`src/rtl/l1d_line_axi_master.sv`:
```
// ============================================================================
// Module   : l1d_line_axi_master
// Purpose  : L1D line-granular AXI initiator (refill read / writeback write).
//            Optional watchdog enabled by L1D_LINE_AXI_MASTER_TIMEOUT_EN.
// Revision : 1.0
// ============================================================================
`default_nettype none

module l1d_line_axi_master #(
  parameter int DATA_WIDTH     = 256,
  parameter int AXI_DATA_WIDTH = 64,
  parameter int ADDR_WIDTH     = 32,
  parameter int ID_WIDTH       = 12,
  parameter int TIMEOUT_CYCLES = 1024
) (
  input  logic                          clk,
  input  logic                          rstn,
  input  logic                          req_valid,
  output logic                          req_ready,
  input  logic                          req_rw,
  input  logic [ADDR_WIDTH-1:0]         req_addr,
  input  logic [ID_WIDTH-1:0]           req_id,
  input  logic [DATA_WIDTH-1:0]         req_data,
  input  logic [DATA_WIDTH/8-1:0]       req_mask,
  output logic                          resp_valid,
  input  logic                          resp_ready,
  output logic                          resp_rw,
  output logic [ID_WIDTH-1:0]           resp_id,
  output logic [DATA_WIDTH-1:0]         resp_data,
  output logic                          resp_err,
  output logic                          arvalid,
  input  logic                          arready,
  output logic [ADDR_WIDTH-1:0]         araddr,
  output logic [ID_WIDTH-1:0]           arid,
  output logic                          awvalid,
  input  logic                          awready,
  output logic [ADDR_WIDTH-1:0]         awaddr,
  output logic [ID_WIDTH-1:0]           awid,
  output logic                          wvalid,
  input  logic                          wready,
  output logic [AXI_DATA_WIDTH-1:0]     wdata,
  output logic [AXI_DATA_WIDTH/8-1:0]   wstrb,
  output logic                          wlast,
  input  logic                          rvalid,
  output logic                          rready,
  input  logic [AXI_DATA_WIDTH-1:0]     rdata,
  input  logic [ID_WIDTH-1:0]           rid,
  input  logic [1:0]                    rresp,
  input  logic                          rlast,
  input  logic                          bvalid,
  output logic                          bready,
  input  logic [ID_WIDTH-1:0]           bid,
  input  logic [1:0]                    bresp
);

  localparam int N_BEATS      = DATA_WIDTH / AXI_DATA_WIDTH;
  localparam int STRB_W       = AXI_DATA_WIDTH / 8;
  localparam int BEAT_W       = (N_BEATS > 1) ? $clog2(N_BEATS) : 1;
  localparam logic [BEAT_W-1:0]     LAST_BEAT = BEAT_W'(N_BEATS - 1);
  localparam logic [ADDR_WIDTH-1:0] ADDR_MASK = ~(ADDR_WIDTH'(DATA_WIDTH / 8 - 1));

  localparam logic [2:0] S_IDLE    = 3'd0;
  localparam logic [2:0] S_RD_ADDR = 3'd1;
  localparam logic [2:0] S_RD_DATA = 3'd2;
  localparam logic [2:0] S_WR      = 3'd3;
  localparam logic [2:0] S_WR_RESP = 3'd4;
  localparam logic [2:0] S_RESP    = 3'd5;

  logic [2:0]                r_state;
  logic                      r_req_ready, r_resp_valid, r_rw, r_err;
  logic [ADDR_WIDTH-1:0]     r_addr;
  logic [ID_WIDTH-1:0]       r_id;
  logic [DATA_WIDTH-1:0]     r_line;
  logic [DATA_WIDTH/8-1:0]   r_mask;
  logic [BEAT_W-1:0]         r_beat;
  logic                      r_arvalid, r_awvalid, r_wvalid, r_wlast, r_rready, r_bready;
  logic                      r_aw_done, r_w_done;
  logic [AXI_DATA_WIDTH-1:0] r_wdata;
  logic [STRB_W-1:0]         r_wstrb;

  logic              w_last_beat, w_aw_fire, w_w_fire, w_r_fire, w_timeout;
  logic [BEAT_W-1:0] w_beat_nxt;

  assign w_last_beat = (r_beat == LAST_BEAT);
  assign w_beat_nxt  = r_beat + BEAT_W'(1);
  assign w_aw_fire   = r_awvalid & awready;
  assign w_w_fire    = r_wvalid & wready;
  assign w_r_fire    = r_rready & rvalid;

`ifdef L1D_LINE_AXI_MASTER_TIMEOUT_EN
  localparam int TMO_W = $clog2(TIMEOUT_CYCLES + 1);
  logic [TMO_W-1:0] r_tmo;
  logic             w_any_hs;

  // Every state entry coincides with a handshake, so clearing on handshakes covers entries too.
  assign w_any_hs = (r_arvalid & arready) | w_aw_fire | w_w_fire | w_r_fire | (r_bready & bvalid);

  always_ff @(posedge clk or negedge rstn) begin
    if (!rstn)
      r_tmo <= '0;
    else if (r_state == S_IDLE || r_state == S_RESP || w_any_hs)
      r_tmo <= '0;
    else
      r_tmo <= r_tmo + TMO_W'(1);
  end

  assign w_timeout = (r_state != S_IDLE) && (r_state != S_RESP) && !w_any_hs &&
                     (r_tmo == TMO_W'(TIMEOUT_CYCLES - 1));
`else
  // Without the watchdog the block waits indefinitely; TIMEOUT_CYCLES is inert.
  assign w_timeout = (TIMEOUT_CYCLES < 0);
`endif

  always_ff @(posedge clk or negedge rstn) begin
    if (!rstn) begin
      r_state      <= S_IDLE;
      r_req_ready  <= 1'b0;
      r_resp_valid <= 1'b0;
      r_rw         <= 1'b0;
      r_err        <= 1'b0;
      r_addr       <= '0;
      r_id         <= '0;
      r_line       <= '0;
      r_mask       <= '0;
      r_beat       <= '0;
      r_arvalid    <= 1'b0;
      r_awvalid    <= 1'b0;
      r_wvalid     <= 1'b0;
      r_wlast      <= 1'b0;
      r_rready     <= 1'b0;
      r_bready     <= 1'b0;
      r_aw_done    <= 1'b0;
      r_w_done     <= 1'b0;
      r_wdata      <= '0;
      r_wstrb      <= '0;
    end else begin
      case (r_state)
        S_IDLE: begin
          r_req_ready <= 1'b1;
          if (req_valid && r_req_ready) begin
            r_req_ready <= 1'b0;
            r_rw        <= req_rw;
            r_addr      <= req_addr & ADDR_MASK;
            r_id        <= req_id;
            r_mask      <= req_mask;
            r_err       <= 1'b0;
            r_beat      <= '0;
            r_aw_done   <= 1'b0;
            r_w_done    <= 1'b0;
            r_line      <= req_rw ? req_data : '0;
            if (req_rw) begin
              r_state   <= S_WR;
              r_awvalid <= 1'b1;
              r_wvalid  <= 1'b1;
              r_wdata   <= req_data[AXI_DATA_WIDTH-1:0];
              r_wstrb   <= req_mask[STRB_W-1:0];
              r_wlast   <= (N_BEATS == 1);
            end else begin
              r_state   <= S_RD_ADDR;
              r_arvalid <= 1'b1;
            end
          end
        end
        S_RD_ADDR: begin
          if (arready) begin
            r_arvalid <= 1'b0;
            r_rready  <= 1'b1;
            r_state   <= S_RD_DATA;
          end
        end
        S_RD_DATA: begin
          if (w_r_fire) begin
            r_line[r_beat*AXI_DATA_WIDTH +: AXI_DATA_WIDTH] <= rdata;
            if (rresp != 2'b00 || rid != r_id || rlast != w_last_beat)
              r_err <= 1'b1;
            if (w_last_beat) begin
              r_rready     <= 1'b0;
              r_resp_valid <= 1'b1;
              r_state      <= S_RESP;
            end else begin
              r_beat <= w_beat_nxt;
            end
          end
        end
        S_WR: begin
          if (w_aw_fire) begin
            r_awvalid <= 1'b0;
            r_aw_done <= 1'b1;
          end
          if (w_w_fire) begin
            if (r_wlast) begin
              r_wvalid <= 1'b0;
              r_wlast  <= 1'b0;
              r_w_done <= 1'b1;
            end else begin
              r_beat  <= w_beat_nxt;
              r_wdata <= r_line[w_beat_nxt*AXI_DATA_WIDTH +: AXI_DATA_WIDTH];
              r_wstrb <= r_mask[w_beat_nxt*STRB_W +: STRB_W];
              r_wlast <= (w_beat_nxt == LAST_BEAT);
            end
          end
          if ((r_aw_done || w_aw_fire) && (r_w_done || (w_w_fire && r_wlast))) begin
            r_bready <= 1'b1;
            r_state  <= S_WR_RESP;
          end
        end
        S_WR_RESP: begin
          if (bvalid) begin
            if (bresp != 2'b00 || bid != r_id)
              r_err <= 1'b1;
            r_bready     <= 1'b0;
            r_line       <= '0;
            r_resp_valid <= 1'b1;
            r_state      <= S_RESP;
          end
        end
        S_RESP: begin
          if (resp_ready) begin
            r_resp_valid <= 1'b0;
            r_req_ready  <= 1'b1;
            r_state      <= S_IDLE;
          end
        end
        default: r_state <= S_IDLE;
      endcase

      if (w_timeout) begin
        r_arvalid    <= 1'b0;
        r_awvalid    <= 1'b0;
        r_wvalid     <= 1'b0;
        r_wlast      <= 1'b0;
        r_rready     <= 1'b0;
        r_bready     <= 1'b0;
        r_err        <= 1'b1;
        r_line       <= '0;
        r_resp_valid <= 1'b1;
        r_state      <= S_RESP;
      end
    end
  end

  assign req_ready  = r_req_ready;
  assign resp_valid = r_resp_valid;
  assign resp_rw    = r_rw;
  assign resp_id    = r_id;
  assign resp_data  = r_line;
  assign resp_err   = r_err;
  assign arvalid    = r_arvalid;
  assign araddr     = r_addr;
  assign arid       = r_id;
  assign awvalid    = r_awvalid;
  assign awaddr     = r_addr;
  assign awid       = r_id;
  assign wvalid     = r_wvalid;
  assign wdata      = r_wdata;
  assign wstrb      = r_wstrb;
  assign wlast      = r_wlast;
  assign rready     = r_rready;
  assign bready     = r_bready;

endmodule

`default_nettype wire
```
`config.mk`:
```
export PLATFORM = sky130hd
export DESIGN_NAME = l1d_line_axi_master
export DESIGN_NICKNAME = d
export VERILOG_FILES = /design/src/rtl/l1d_line_axi_master.sv
export SDC_FILE = /design/constraint.sdc
export NUM_CORES = 1
export LEC_CHECK = 0
export ABC_AREA = 1
export ABC_CLOCK_PERIOD_IN_PS = 2480
export CORE_AREA = 2 2 335 337
export DETAILED_ROUTE_END_ITERATION = 12
export DIE_AREA = 0 0 337 339
export PLACE_DENSITY = 0.48
export SYNTH_ARGS = -nofsm -noshare
export SYNTH_HDL_FRONTEND = slang
export SYNTH_SLANG_ARGS = --single-unit
```
`constraint.sdc`:
```
create_clock -name clk -period 2.48 [get_ports clk]
set_input_delay 0.496 -clock clk [delete_from_list [all_inputs] [get_ports clk]]
set_output_delay 0.496 -clock clk [all_outputs]
set_load 0.05 [all_outputs]
```
Yosys cells after proc, flatten, opt, wreduce, memory -nomap -nowiden
Cells that the tools add are included.

storage, ports and cells
  register bits after elaboration = 416
  input bits = 435
  output and inout port bits = 438
  logic and storage cells = 163

cells by class
  add/subtract/negate cells = 2
  equal/unequal tests = 26
  shifts and indexed selects = 4
  multiplexer cells = 73
  bitwise operators = 3
  reduce and logical (&&, ||, !) cells = 35

operators with widths
  cell                                                      count
  2-to-1 mux 256 bit                                        4
  case mux 256 bit (3 select lines)                         1
  bitwise mux 256 bit                                       1
  2-to-1 mux 64 bit                                         4
  variable shift 64 x 34 -> 256 bit (first input constant)  1
  indexed part select 256 x 9 -> 64 bit                     1
  indexed part select 64 x 34 -> 256 bit                    1
  case mux 64 bit (2 select lines)                          1
  negation 8 -> 34 bit                                      1
  2-to-1 mux 8 bit                                          4
  inequality test 2 bit (second input constant)             16
  indexed part select 32 x 6 -> 8 bit                       1
  2-to-1 mux 1 bit                                          31
  inequality test 12 bit                                    2
  AND reduction 4 bit                                       6
  2-to-1 mux 3 bit                                          7
  case mux 1 bit (2 select lines)                           9
  case mux 3 bit (6 select lines)                           1
  case mux 8 bit (2 select lines)                           1
  AND reduction 5 bit                                       3
  nonzero test 2 bit                                        7
  2-to-1 mux 2 bit                                          6
  AND reduction 6 bit                                       2
  nonzero test 3 bit                                        3
  15 further kinds                                          29

Longest topological paths before layout
  word-level depth = 6
  mapped depth = 12
  mapped depth without buffers = 10

Worst setup path before layout
OpenSTA, ideal clock, no wires.

  path kind = reg2reg
  start point = register r_beat[0]
  end point = register r_line[229] (netlist: resp_data[229])
  setup time = 132 ps
  arrival time = 2456 ps
  required time = 2348 ps
  slack = -109 ps
  stages on the path, launching flop included = 13
  clock period less this slack = 2589 ps
  cell sequence = dfrtp_1 -> buf_2 -> clkinv_1 -> buf_2 -> buf_2 -> ha_1 -> inv_1 -> nand3_1 -> clkbuf_1 -> clkbuf_1 -> nor3_1 -> a31oi_1 -> o21ai_1

between the ends
  word-level cells in the longest chain between the ends = 5
  elaborated cells on any way between the ends = 6
  those cells by class = add/sub: 1; shift: 2; mux: 3

ends and longest elaborated chain
  item                                                                                         line  RTL
  start, declared                                                                              75    logic [BEAT_W-1:0] r_beat;
  start signal, assigned                                                                       181   r_beat <= w_beat_nxt;
  start signal, assigned                                                                       196   r_beat <= w_beat_nxt;
  negation 8 -> 34 bit *                                                                       173   r_line[r_beat*AXI_DATA_WIDTH +: AXI_DATA_WIDTH] <= rdata;
  indexed part select 64 x 34 -> 256 bit or variable shift 64 x 34 -> 256 bit (tied branches)  173
  bitwise mux 256 bit *                                                                        173
  2-to-1 mux 256 bit *                                                                         172   if (w_r_fire) begin
  case mux 256 bit (3 select lines) *                                                          137   case (r_state)
  end signal, assigned                                                                         150   r_line <= req_rw ? req_data : '0;
  end signal, assigned by index                                                                173
  end, declared                                                                                73    logic [DATA_WIDTH-1:0] r_line;

Every way passes the cells marked *; elsewhere a longest branch is shown, timed or not. The select of a mux whose other input is x is not followed.
A chain may end at the register's enable or synchronous reset.

Final worst setup path
  start point = register r_line[231] (netlist: resp_data[231])
  end point = output resp_data[231]

RTL lines
  item           line  RTL
  end, declared  29    output logic [DATA_WIDTH-1:0] resp_data,

No word-level cell between the ends.

==> flow_metrics.tcl <==
set metrics [dict create \
    p_int_mw 24.5 \
    wl_per_cell_um 24.6 \
    rows 122 \
    synth.distinct_cells 36 \
    die-area_um2 114000 \
    io_buffer_count 857 \
    area_delta_synth_final_pct 51.7 \
    fp.dieW_um 337 \
    r2r_start "r_beat[0]" \
    core-area_um2 110000 \
    finalCritPeriodShare_pct 98.0 \
    first_iter_violations 1932 \
    fin_skew_ns 0.0223 \
    crit_type "flop to output port" \
    period_needed_ns 2.43 \
    hp-start "req_rw" \
    die-height_um 339 \
    finalSetupViolCount 0 \
    tightest_slew_ns 0.968 \
    ys_warn_count 0 \
    seq_area_frac_synth_pct 44.2 \
    overflow 0 \
    gp_congestion 0.935 \
    ys_top_cells_by_area "dfrtp_1 (44%), nand2_1 (16%), o21ai_0 (7.3%)" \
    grt_util_all_layers_pct 22.8 \
    synth_top_area_share_pct 44.2 \
    grt_max_degree 100 \
    syn_area_um2 23500 \
    viasPerCell 4.75 \
    p_per_area_nw_per_um2 1530 \
    power_frac_comb_pct 63.1 \
    clk_pin_slew_worst_paths_ns 0.06 \
    grt_pass1_wl_mm 191 \
    cts_setup_buffers 0 \
    switching_share_pct 55.2 \
    outcome "finished clean" \
    pwr-share-seq_pct 21.7 \
    place_ws_ns 0.0770 \
    clock_path_buffers 3 \
    hpwl_mm 97.1 \
    htreeDepth 2 \
    grt_pass1_vias 25500 \
    ant_nets 0 \
    max_freq_mhz 411 \
    slowest_stage "clkdlybuf4s50_1" \
    cts_tree "built" \
    layout_setup_ws_ns 0.0488 \
    vdd_ir_drop_max_mv 1.18 \
    relSlewSlack_pct 35.4 \
    drt-total-wl_mm 135 \
    antenna_found_initial 24 \
    cap_violations 0 \
    slew_violations 0 \
    cts_root_buf "clkbuf_16" \
    worstPathArrival_ns 1.94 \
    fin_util_pct 32.4 \
    clock_latency_ns 0.64 \
    drive_above_1_share_pct 6.00 \
    worstPathCellList "clkdlybuf4s50_1" \
    vias 26100 \
    netlist.top_cell.by_area "dfrtp_1" \
    synth.avg_cell_area_um2 7.30 \
    clock_sinks 416 \
    hold_path_class "input pin to flop" \
    hold_viol 0 \
    critPathBufInv 1 \
    p_sw_mw 30.2 \
    start_kind "flop" \
    worstPathRequired_ns 1.98 \
    nNetsFinal 4383 \
    drc_errors 0 \
    critPathCaptureType "output port" \
    crit_start "resp_data[231]" \
    worstPathMaxFanout 3 \
    cpPeakStageDelay_ns 0.91 \
    syn_inst 3226 \
    io_pins 873 \
    power_frac_clock_pct 15.2 \
    synth-seq-cells 416 \
    dr.pass1.iters 5 \
    leakagePower_nw 16.2 \
    cp_top_family "buffers and inverters" \
    start_util_pct 21.3 \
    cts_buffers 55 \
]
## cell usage in the layout, fill, tap and decap left out, types with 48 or more instances in the layout
cell type        count
o21ai_1            132
nand3_1             53
dfrtp_1            415
buf_4               65
o21ai_0            342
nand2_1           1012
buf_12              52
nor2_1             299
clkbuf_16           56
o31ai_1             48
mux2i_1             70
nor3_1             209
a31oi_1             80
clkdlybuf4s50_1    769
dlygate4sd2_1       69
inv_1              120
o22ai_1             65
## stage by stage
step,hold slack [ns],TNS [ns],std cells,power (mW),cell area (um2)
final,0.321,0,5484,54.7,35700
after global routing,0.305,-0.00561,5482,57.5,35700
after CTS,0.277,0,5473,55.1,35700
after detailed placement,0.454,0,5372,46.9,33900
after global placement,0.453,0,5372,46.8,33900
after floorplan,0.200,-0.256,3235,32.3,23600
## what timing repair did
| action | 4_1_cts | 5_1_grt |
|---|---|---|
| hold buffers | 1 | 0 |
| pin swaps | 0 | 0 |
| hold endpoints to repair | 22 | 0 |
| resized for setup | 69 | 6 |
| setup endpoints to repair | 71 | 6 |
## cell families (layout without fill, tap and decap cells)
group	after synthesis	count (layout)	synth area share [%]
compound gates	688	688	16.1
xor+xnor	3	3	0.112
fa+ha+maj	6	6	0.319
buf+inv	444	1194	9.00
flops	416	416	44.2
mux	70	70	2.98
other cells	1	21	0.0159
simple gates	1598	1598	27.2
## layer usage
| layer | vias to the layer above | share of wire (%) | global-route usage (%) |
|---|---|---|---|
| met2 | 998 | 47 | 36.8 |
| met3 | 197 | 7.2 | 4.90 |
| li1 | 12100 | - | - |
| met5 | - | 0.086 | 0 |
| met4 | 20 | 2.9 | 7.38 |
| met1 | 12800 | 43 | 30.2 |
## synthesized netlist by cell type
cell type and count:
buf_4 75, a31oi_1 80, mux2i_1 70, nand3_1 55
nor3_1 209, xor2_1 1, or2_1 1, o31ai_1 48
nand2_2 5, xnor2_1 2, nor2_1 299, o21ai_1 132
nand3_2 1, clkinv_1 1, a2bb2oi_1 1, buf_6 14
buf_2 50, inv_2 6, o22ai_1 65, o21ai_0 342
nand4_1 4, nand2_4 1, nand2_1 1015, clkbuf_1 164
nor2_4 3, o21ai_4 4, o21bai_1 1, conb_1 1
inv_1 123, buf_1 9, nand3b_1 1, clkbuf_2 2
a21oi_1 15, ha_1 6, dfrtp_1 416, nor2_2 4
## final timing paths
kind                                  endpoint  slack, ns  cells past startpoint
worst max-delay path            resp_data[231]       0.05                      1
worst min-delay path            resp_data[222]       0.32                      3
worst max register to register       wdata[61]       0.11                      7
worst min register to register      r_mask[28]       0.47                      2
max in group asynchronous       resp_data[145]       1.25                      3
min in group asynchronous            wdata[49]       0.41                      2
## power by group through the flow
stage               sequential, mW  combinational, mW  clock (mW)
finish                        11.9               34.6        8.31
global route                  12.2               36.6        8.78
CTS                           11.8               34.8        8.54
detailed placement            11.9               35.0           0
global placement              11.9               34.9           0
floorplan                     18.9               13.4           0
## sequential cells by signal, summed over array words and instances, names as in the netlist, 2 cells and up
name       count
r_state        3
araddr        27
wdata         64
arid          12
r_mask        32
wstrb          8
resp_data    256
r_beat         2
## final cells by class
type                            instances  area (um2)
Clock buffer                           82        1610
Antenna cell                           11        27.5
Timing Repair Buffer                  964        9950
Sequential cell                       416       10400
Inverter                              130         508
Clock inverter                         18         218
Fill cell                           11900       74700
Multi-Input combinational cell       2375       11100
Tap cell                             1488        1860
Note: power is estimated with default switching activity, not from simulation.
